`src/rtl/mul_arb_pkg.sv`:
```
// Shared types and helpers for the multiplier request arbiter.
// Tag ids are sized for the largest supported requester count (16).
package mul_arb_pkg;

    localparam int TAG_ID_W = 4;

    typedef struct packed {
        logic                valid;
        logic [TAG_ID_W-1:0] id;
    } tag_t;

    function automatic int LAT(input int depth);
        return depth - 1;
    endfunction

endpackage

```
`src/rtl/rr_arbiter.sv`:
```
// Combinational round-robin picker: first set request at or after i_ptr, wrapping.
// The pointer register lives in the parent so it can be frozen by a stall.
module rr_arbiter #(
    parameter int NUM_REQ  = 4,
    parameter int ID_WIDTH = $clog2(NUM_REQ)
) (
    input  logic [NUM_REQ-1:0]  i_req,
    input  logic [ID_WIDTH-1:0] i_ptr,
    input  logic                i_en,
    output logic [NUM_REQ-1:0]  o_grant_onehot,
    output logic [ID_WIDTH-1:0] o_grant_idx,
    output logic                o_any
);

    logic w_found;
    int   w_idx;

    always_comb begin
        // NOTE: every output of this block gets a default first, so no path leaves it unassigned (no latch).
        o_grant_idx = '0;
        w_found     = 1'b0;
        w_idx       = 0;
        for (int off = 0; off < NUM_REQ; off++) begin
            w_idx = int'(i_ptr) + off;
            if (w_idx >= NUM_REQ) w_idx = w_idx - NUM_REQ;
            if (!w_found && i_req[w_idx]) begin
                w_found     = 1'b1;
                o_grant_idx = ID_WIDTH'(w_idx);
            end
        end
    end

    assign o_any          = |i_req;
    assign o_grant_onehot = (i_en && o_any) ? (NUM_REQ'(1) << o_grant_idx) : '0;

endmodule

```
`src/rtl/mul_request_arbiter.sv`:
```
// Shares one external pipelined multiplier between NUM_REQ requesters with tagged responses.
// Optional perf counters: define MUL_ARB_PERF_CNT_EN.
module mul_request_arbiter #(
    parameter int DATA_WIDTH     = 16,
    parameter int PIPELINE_DEPTH = 4,
    parameter int NUM_REQ        = 4,
    parameter int ID_WIDTH       = $clog2(NUM_REQ)
) (
    input  logic                          clk_i,
    input  logic                          rst_n_i,
    input  logic [NUM_REQ-1:0]            req_valid_i,
    input  logic [NUM_REQ*DATA_WIDTH-1:0] req_multiplicand_i,
    input  logic [NUM_REQ*DATA_WIDTH-1:0] req_multiplier_i,
    output logic [NUM_REQ-1:0]            req_ready_o,
    output logic                          rsp_valid_o,
    output logic [ID_WIDTH-1:0]           rsp_id_o,
    output logic [2*DATA_WIDTH-1:0]       rsp_product_o,
    input  logic                          rsp_ready_i,
    output logic                          mul_clk_en_o,
    output logic [DATA_WIDTH-1:0]         mul_multiplicand_o,
    output logic [DATA_WIDTH-1:0]         mul_multiplier_o,
    output logic                          mul_valid_o,
    input  logic [2*DATA_WIDTH-1:0]       mul_product_i,
    input  logic                          mul_valid_i
`ifdef MUL_ARB_PERF_CNT_EN
    ,
    input  logic                          perf_clr_i,
    output logic [31:0]                   perf_busy_cnt_o,
    output logic [31:0]                   perf_stall_cnt_o
`endif
);

    import mul_arb_pkg::*;

    localparam int LAT_C = LAT(PIPELINE_DEPTH);

    logic                w_stall;
    logic                w_run;
    logic                w_any;
    logic                w_issue;
    logic [NUM_REQ-1:0]  w_grant;
    logic [ID_WIDTH-1:0] w_grant_idx;
    logic [ID_WIDTH-1:0] w_ptr_next;
    logic [ID_WIDTH-1:0] r_rr_ptr;
    tag_t                r_tag [LAT_C];

    // A held response freezes multiplier, tags and pointer together; reset forces the idle values.
    assign w_stall      = mul_valid_i & ~rsp_ready_i;
    assign w_run        = rst_n_i & ~w_stall;
    assign mul_clk_en_o = ~w_stall | ~rst_n_i;

    rr_arbiter #(
        .NUM_REQ  (NUM_REQ),
        .ID_WIDTH (ID_WIDTH)
    ) u_rr_arbiter (
        .i_req          (req_valid_i),
        .i_ptr          (r_rr_ptr),
        .i_en           (w_run),
        .o_grant_onehot (w_grant),
        .o_grant_idx    (w_grant_idx),
        .o_any          (w_any)
    );

    assign req_ready_o = w_grant;
    assign w_issue     = w_any & w_run;
    assign mul_valid_o = w_issue;
    assign w_ptr_next  = (int'(w_grant_idx) == NUM_REQ - 1) ? '0 : w_grant_idx + 1'b1;

    always_comb begin
        mul_multiplicand_o = '0;
        mul_multiplier_o   = '0;
        if (w_any) begin
            mul_multiplicand_o = req_multiplicand_i[int'(w_grant_idx)*DATA_WIDTH +: DATA_WIDTH];
            mul_multiplier_o   = req_multiplier_i[int'(w_grant_idx)*DATA_WIDTH +: DATA_WIDTH];
        end
    end

    always_ff @(posedge clk_i or negedge rst_n_i) begin
        // NOTE: sequential state uses <= so every register samples pre-edge values.
        if (!rst_n_i)     r_rr_ptr <= '0;
        else if (w_issue) r_rr_ptr <= w_ptr_next;
    end

    always_ff @(posedge clk_i or negedge rst_n_i) begin
        if (!rst_n_i) begin
            // NOTE: the tag stages are reset, not left random, so a reset cannot release a stale response.
            for (int j = 0; j < LAT_C; j++) r_tag[j] <= '0;
        end else if (!w_stall) begin
            r_tag[0] <= tag_t'{valid: w_issue, id: TAG_ID_W'(w_grant_idx)};
            for (int j = 1; j < LAT_C; j++) r_tag[j] <= r_tag[j-1];
        end
    end

    assign rsp_valid_o   = mul_valid_i;
    assign rsp_product_o = mul_product_i;
    assign rsp_id_o      = r_tag[LAT_C-1].id[ID_WIDTH-1:0];

`ifndef SYNTHESIS
    a_tag_sync: assert property (@(posedge clk_i) disable iff (!rst_n_i)
        mul_valid_i == r_tag[LAT_C-1].valid);
`endif

`ifdef MUL_ARB_PERF_CNT_EN
    logic [31:0] r_busy_cnt;
    logic [31:0] r_stall_cnt;

    always_ff @(posedge clk_i or negedge rst_n_i) begin
        if (!rst_n_i) begin
            r_busy_cnt  <= '0;
            r_stall_cnt <= '0;
        end else if (perf_clr_i) begin
            r_busy_cnt  <= '0;
            r_stall_cnt <= '0;
        end else begin
            if (w_issue && !(&r_busy_cnt))  r_busy_cnt  <= r_busy_cnt + 32'd1;
            if (w_stall && !(&r_stall_cnt)) r_stall_cnt <= r_stall_cnt + 32'd1;
        end
    end

    assign perf_busy_cnt_o  = r_busy_cnt;
    assign perf_stall_cnt_o = r_stall_cnt;
`endif

endmodule

```
`config.mk`:
```
export PLATFORM = sky130hd
export DESIGN_NAME = mul_request_arbiter
export DESIGN_NICKNAME = d
export VERILOG_FILES = /design/src/rtl/mul_arb_pkg.sv /design/src/rtl/rr_arbiter.sv /design/src/rtl/mul_request_arbiter.sv
export SDC_FILE = /design/constraint.sdc
export NUM_CORES = 1
export LEC_CHECK = 0
export BUFFER_PORTS_ARGS = -buffer_cell sky130_fd_sc_hd__buf_2
export CAP_MARGIN = 20
export CORE_AREA = 2 2 93 95
export CTS_CLUSTER_DIAMETER = 60
export CTS_CLUSTER_SIZE = 28
export DETAILED_ROUTE_END_ITERATION = 12
export DIE_AREA = 0 0 95 97
export RECOVER_POWER = 100
export SYNTH_ARGS = -nofsm -noshare
export SYNTH_HDL_FRONTEND = slang
export SYNTH_HIERARCHICAL = 1
export SYNTH_SLANG_ARGS = --single-unit
```
`constraint.sdc`:
```
create_clock -name clk_i -period 2.8 [get_ports clk_i]
set_input_delay 0.42 -clock clk_i [delete_from_list [all_inputs] [get_ports clk_i]]
set_output_delay 0.42 -clock clk_i [all_outputs]
set_load 0.02 [all_outputs]
```
== After elaboration in Yosys (flattened, before gate mapping) ==
Index checks and enable logic that the tools add are counted.
Cells by class
  magnitude comparators: 8
  divide/modulo/power cells: 0
  bitwise gates (word level): 7
  multiply operators: 0
  shift-type cells: 3
  add/subtract/negate cells: 8
  reduce and logical (&&, ||, !) cells: 8
  multiplexer cells: 27
  equality and inequality tests: 1
Operators with widths (count)
  less-than comparator 32 x 4 -> 1 bit (second input constant): 4
  2-to-1 mux 32 bit: 4
  variable part select 64 x 7 -> 16 bit: 2
  >= comparator 32 x 4 -> 1 bit (second input constant): 3
  subtractor 32 x 4 -> 32 bit (second input constant): 3
  2-to-1 mux 16 bit: 2
  2-to-1 mux 1 bit: 11
  2-to-1 mux 2 bit: 5
  binary-select mux 1 bit (select 2 bit): 4
  adder 2 x 2 -> 3 bit (second input constant): 2
  logical AND 1 bit: 4
  2-to-1 mux 4 bit: 1
  OR reduction 4 bit: 1
  left shift 1 x 2 -> 4 bit (first input constant): 1
  subtractor 2 x 3 -> 4 bit (second input constant): 1
  adder 2 x 1 -> 3 bit (second input constant): 1
  AND 1 bit: 3
  >= comparator 2 x 3 -> 1 bit (second input constant): 1
  zero test 1 bit: 3
  inverter 1 bit: 3
  adder 2 x 1 -> 2 bit (second input constant): 1
  equality test 2 x 1 -> 1 bit (second input constant): 1
  bitwise OR 1 bit: 1
Word-level totals
  bits in latches: 0
  ROM bits: 0
  memories: 0
  output and inout port bits: 73
  word-level logic and storage cells: 66
  RAM bits: 0
  bits in registers: 8

== Depth between registers and ports, before layout ==
  depth in word-level cells: 17
  gate-level depth with buffers: 7
  gate-level depth less buffers: 5

== By module ==
The synthesis kept the hierarchy.
By module, submodules not included
  mul_request_arbiter: times used 1, cells each 170, area each 1595.3 µm², seq. area each 200.2 µm²
  rr_arbiter: times used 1, cells each 17, area each 117.6 µm², seq. area each 0.0 µm²

== Least setup slack after synthesis ==
Ideal clock, no wire load.
  kind: flip-flop to output port
  start: reg r_rr_ptr[1]
  end: out mul_multiplicand_o[0]
  setup slack: 521 ps
  required time: 2380 ps
  cell stages (with the launch flop): 7
  arrival: 1859 ps
  path through: dfrtp_1 mux2i_1 nor2_1 a311oi_2 nand2_1 clkbuf_1 o22ai_1
Between the ends
  cells in the longest elaborated chain, start to end: 17
Ends and longest elaborated chain
  from (decl): line mul_request_arbiter.sv:44  | logic [ID_WIDTH-1:0] r_rr_ptr;
  from (signal assigned): line mul_request_arbiter.sv:81  | else if (w_issue) r_rr_ptr <= w_ptr_next;
  branches (longest 14 deep; another with subtractor 32 x 4 -> 32 bit)
  2-to-1 mux 2 bit *: line rr_arbiter.sv:26  | if (!w_found && i_req[w_idx]) begin
  net w_grant_idx[0]: line mul_request_arbiter.sv:42  | logic [ID_WIDTH-1:0] w_grant_idx;
  variable part select 64 x 7 -> 16 bit *: line mul_request_arbiter.sv:73  | mul_multiplicand_o = req_multiplicand_i[int'(w_grant_idx)*DATA_WIDTH +: DATA_WIDTH];
  2-to-1 mux 16 bit *: line mul_request_arbiter.sv:72  | if (w_any) begin
  to (decl): line mul_request_arbiter.sv:20  | output logic [DATA_WIDTH-1:0] mul_multiplicand_o,
Mark *: on every way through the listed nets, which the timed path passes. The select of a mux whose other input is x is not followed.

== Final worst setup path ==
  start: reg r_rr_ptr[1]
  end: out mul_multiplicand_o[8]
The elaborated chain is that of the path after synthesis.

==> results list <==
- The flow ran to the end, and the final reports show no timing, DRC or antenna violations.
- Capturing point of the worst reg2reg path: r_rr_ptr[1]$_DFFE_PN0P_
- Counting every net in the synthesized netlist gives 356.
- Clock tree synthesis found a total of 8 sinks.
- OpenSTA, run right after detailed placement, puts the worst setup slack at 0.430 ns.
- Sum of negative setup slack: 0 ns
* Cell chain of the critical path: a21oi_1 -> o21ai_0 -> o2bb2a_4 -> clkbuf_2 -> mux2i_1 -> o22ai_1 -> buf_2
- Slew at the pin closest to its max-slew limit: 0.533 ns
* Total placed instance area: 2420 um^2
* Post-synthesis cell type with the largest combined area: sky130_fd_sc_hd__mux2i_1
* Slowest CP cell: sky130_fd_sc_hd__dfrtp_1
- The first detailed-routing pass ran for 3 iterations.
* Count of final hold-check violations: 0
- TritonCTS built the clock tree.
- Of all nets on the critical path, the largest fanout is 12.
* Number of rows created at floorplan: 33
- Clock skew on the completed layout was measured at 0.00115 ns.
* Final worst-path setup slack: 0.206 ns
- Average wire per cell in the routed design: 13.3 um
* Count of buffers from port buffering: 176
* Setup repair after global routing missed its margin: no
- The number of antenna diodes in the final layout is 0.
* Residual antenna-violating net count after detailed routing: 0
- The max-slew violation count was 0.
- Summing all flip-flop and latch instances after layout gives 200 um^2.
- The tightest min-delay check is of the primary input to asynchronous set/reset pin type.
- Commonest non-fill, non-tap cell in the layout: sky130_fd_sc_hd__buf_2
* Fraction of synthesis flops using an asynchronous set or reset pin: 1.00
* Clk buf depth: 2
- After clock tree synthesis, the clock-pin slew on the worst setup and hold paths is 0.04 ns.
- The share of synthesized area in the top cell type comes to 0.380.
* Worst R2R Setup Slack: 0.73 ns
- Static timing analysis puts the maximum clock frequency at 385 MHz.
* Power density relative to cell area: 748 nW/um^2
- Post-detailed-routing wire length: 5730 um
- Starting density of the core: 0.211
- Overall via count from detail_route: 1964
- P&R area growth vs syn: 41.1%
* Hold bufs inserted after CTS: 0
- For this block, the initial DRC count from the detailed router was 53.
- Buffers inserted during clock tree synthesis total 3.
* Htree depth: 1
- Number of failing setup endpoints in the final timing report: 0
- The region available for standard cell placement spans 8130 um^2.
- Of the cells placed in the final design, the portion with a size suffix greater than 1 is 0.512.
* Launching point of the worst reg2reg path: r_rr_ptr[1]$_DFFE_PN0P_
- Crit path required time: 2.38 ns
- Mapped Cells: 187
- Synthesis instantiated 28 different standard cells from the library.
* Pin count of the biggest net entering global routing: 28
* Die Footprint: 9220 um^2
- During synthesis, Yosys emitted a total of 6 warnings.
- The later pin in the worst-skew pair is clocked with a latency of 0.22 ns.
- The worst path needs 2.59 ns of the cycle, external delays included.
- Max-cap violations in this run came to 0.
- In the routed layout, each cell is associated on average with a via count of 4.56.
* Initial antenna violation count: 0
- Yosys attributes the largest share of cell area to sky130_fd_sc_hd__mux2i_1, sky130_fd_sc_hd__buf_4, sky130_fd_sc_hd__dfrtp_1, sky130_fd_sc_hd__o22ai_1, sky130_fd_sc_hd__buf_12.
- Ys flop type: sky130_fd_sc_hd__dfrtp_1
- All-Layer GR Usage: 0.117
- Data arrives at the worst endpoint at 2.17 ns.
- Once detailed placement completed, the half-perimeter wirelength came to 4820 um.
- Start point of the critical path: r_rr_ptr[1]$_DFFE_PN0P_
* Start-to-end type of the worst setup path: flip-flop to primary output
* Final Cell Area: 2420 um^2
- Mean instance size in the synthesized netlist: 9.16 um^2
* Nets: 497
- Commonest non-fill, non-tap cells in the layout: sky130_fd_sc_hd__buf_2, sky130_fd_sc_hd__mux2i_1, sky130_fd_sc_hd__o22ai_1
- The worst setup path is launched from a flip-flop.
- Resized Gates After CTS: 0
- The analysis attributes to cell leakage a power of 1.30 nW.
- The floorplan step set the die height to 97 um.
- Chip Width: 95 um
- The first global-routing pass estimated 8670 um of wire.
- The tree is rooted in a sky130_fd_sc_hd__clkbuf_8.
- Area of the multi-input gates: 1100 um^2
- Filler cell count: 898
- The cell area that synthesis handed to floorplanning was 1710 um^2.
- In this run the post-CTS setup repair buffer count came out at 0.
- Number of ports placed on the die boundary: 241
- The worst register-to-register path has a depth of 6.
- On the worst path, the slowest cell contributes a delay of 0.44 ns.
- For this run, design rule violations remaining after detail routing come to 0.
* Final weighted congestion in routability-driven placement: 0.773
- Headroom to the max-slew limit: 0.645
- Summed over all layers, the global routing overflow is 0.
- Critical path capture point type: primary output
- Ratio of final minimum period to clock period: 0.927
* FF+latch count, synth: 8
- Of the synthesized area, sequential elements account for 0.117.
* Max VDD drop: 349 uV
- The synthesized design contains 0 enable-type register cells.
- Vias in the first global route: 1964
## flip-flops by register name, indices dropped and copies added (netlist names)
name      count
r_rr_ptr      2
r_tag         4
rsp_id_o      2
## worst max path at each step
stage,end,slack [ns]
3_3_place_gp,mul_multiplicand_o[5],0.47
6_report,mul_multiplicand_o[8],0.21
5_1_grt,mul_multiplicand_o[8],0.05
4_1_cts,mul_multiplicand_o[11],0.24
3_5_place_dp,mul_multiplicand_o[11],0.43
2_1_floorplan,mul_multiplicand_o[0],0.52
## power breakdown
part / switching, mW / internal, mW / total (mW)
logic: 0.861 / 0.612 / 1.47
registers: 0.0368 / 0.166 / 0.203
clock network: 0.0390 / 0.0925 / 0.132
total: 0.937 / 0.871 / 1.81
## metal layers
layer  GRT usage  up-vias  wire length (um)
met3      0.0195       20               608
met5           0        -                 0
met4      0.0446        0               136
met2       0.250      122              3160
met1       0.101      873              1830
li1            -      949                 -
## critical path: cells and delay by family (launching register included)
family / cells / cell delay (ns)
buffers and inverters: 2 / 0.48
AO/OA/AOI/OAI: 4 / 0.78
multiplexers: 1 / 0.24
flip-flops: 1 / 0.44
## area by class of cell
class                      count  share of cell area
sequential                     8              0.0829
clock buffer                   3              0.0171
multi-input combinational    128               0.456
tap                          105              0.0544
timing repair buffer         185               0.387
inverter                       2             0.00311
## through the flow
stage | hold WS (ns) | instances | util | total power, mW
2_1_floorplan | 0.124 | 187 | - | 1.41
3_3_place_gp | 0.282 | 428 | 0.297 | 1.72
3_5_place_dp | 0.285 | 428 | 0.297 | 1.74
4_1_cts | 0.0469 | 431 | 0.303 | 1.88
5_1_grt | 0.179 | 431 | 0.297 | 1.95
6_report | 0.143 | 431 | 0.297 | 1.81
## synthesized netlist by cell type, types with 2 or more instances
master,number
sky130_fd_sc_hd__nor2_1,2
sky130_fd_sc_hd__mux2_1,6
sky130_fd_sc_hd__clkbuf_1,3
sky130_fd_sc_hd__inv_1,2
sky130_fd_sc_hd__dfrtp_1,8
sky130_fd_sc_hd__nor2b_1,2
sky130_fd_sc_hd__buf_2,4
sky130_fd_sc_hd__a21oi_1,3
sky130_fd_sc_hd__o22ai_1,32
sky130_fd_sc_hd__nand2_1,4
sky130_fd_sc_hd__buf_4,36
sky130_fd_sc_hd__buf_12,4
sky130_fd_sc_hd__mux2i_1,65
sky130_fd_sc_hd__nand2b_1,2
## cells by family (layout without fill, tap and decap cells)
group	after synthesis	count (layout)	synth area share
AOI/OAI and AO/OA	40	40	0.156
muxes	72	72	0.426
adders and majority gates	1	1	0.00730
DFF	8	8	0.117
buffers and inverters	51	190	0.243
and+or+nand+nor	15	15	0.0519
No activity file was read; power rests on OpenSTA's default activity.
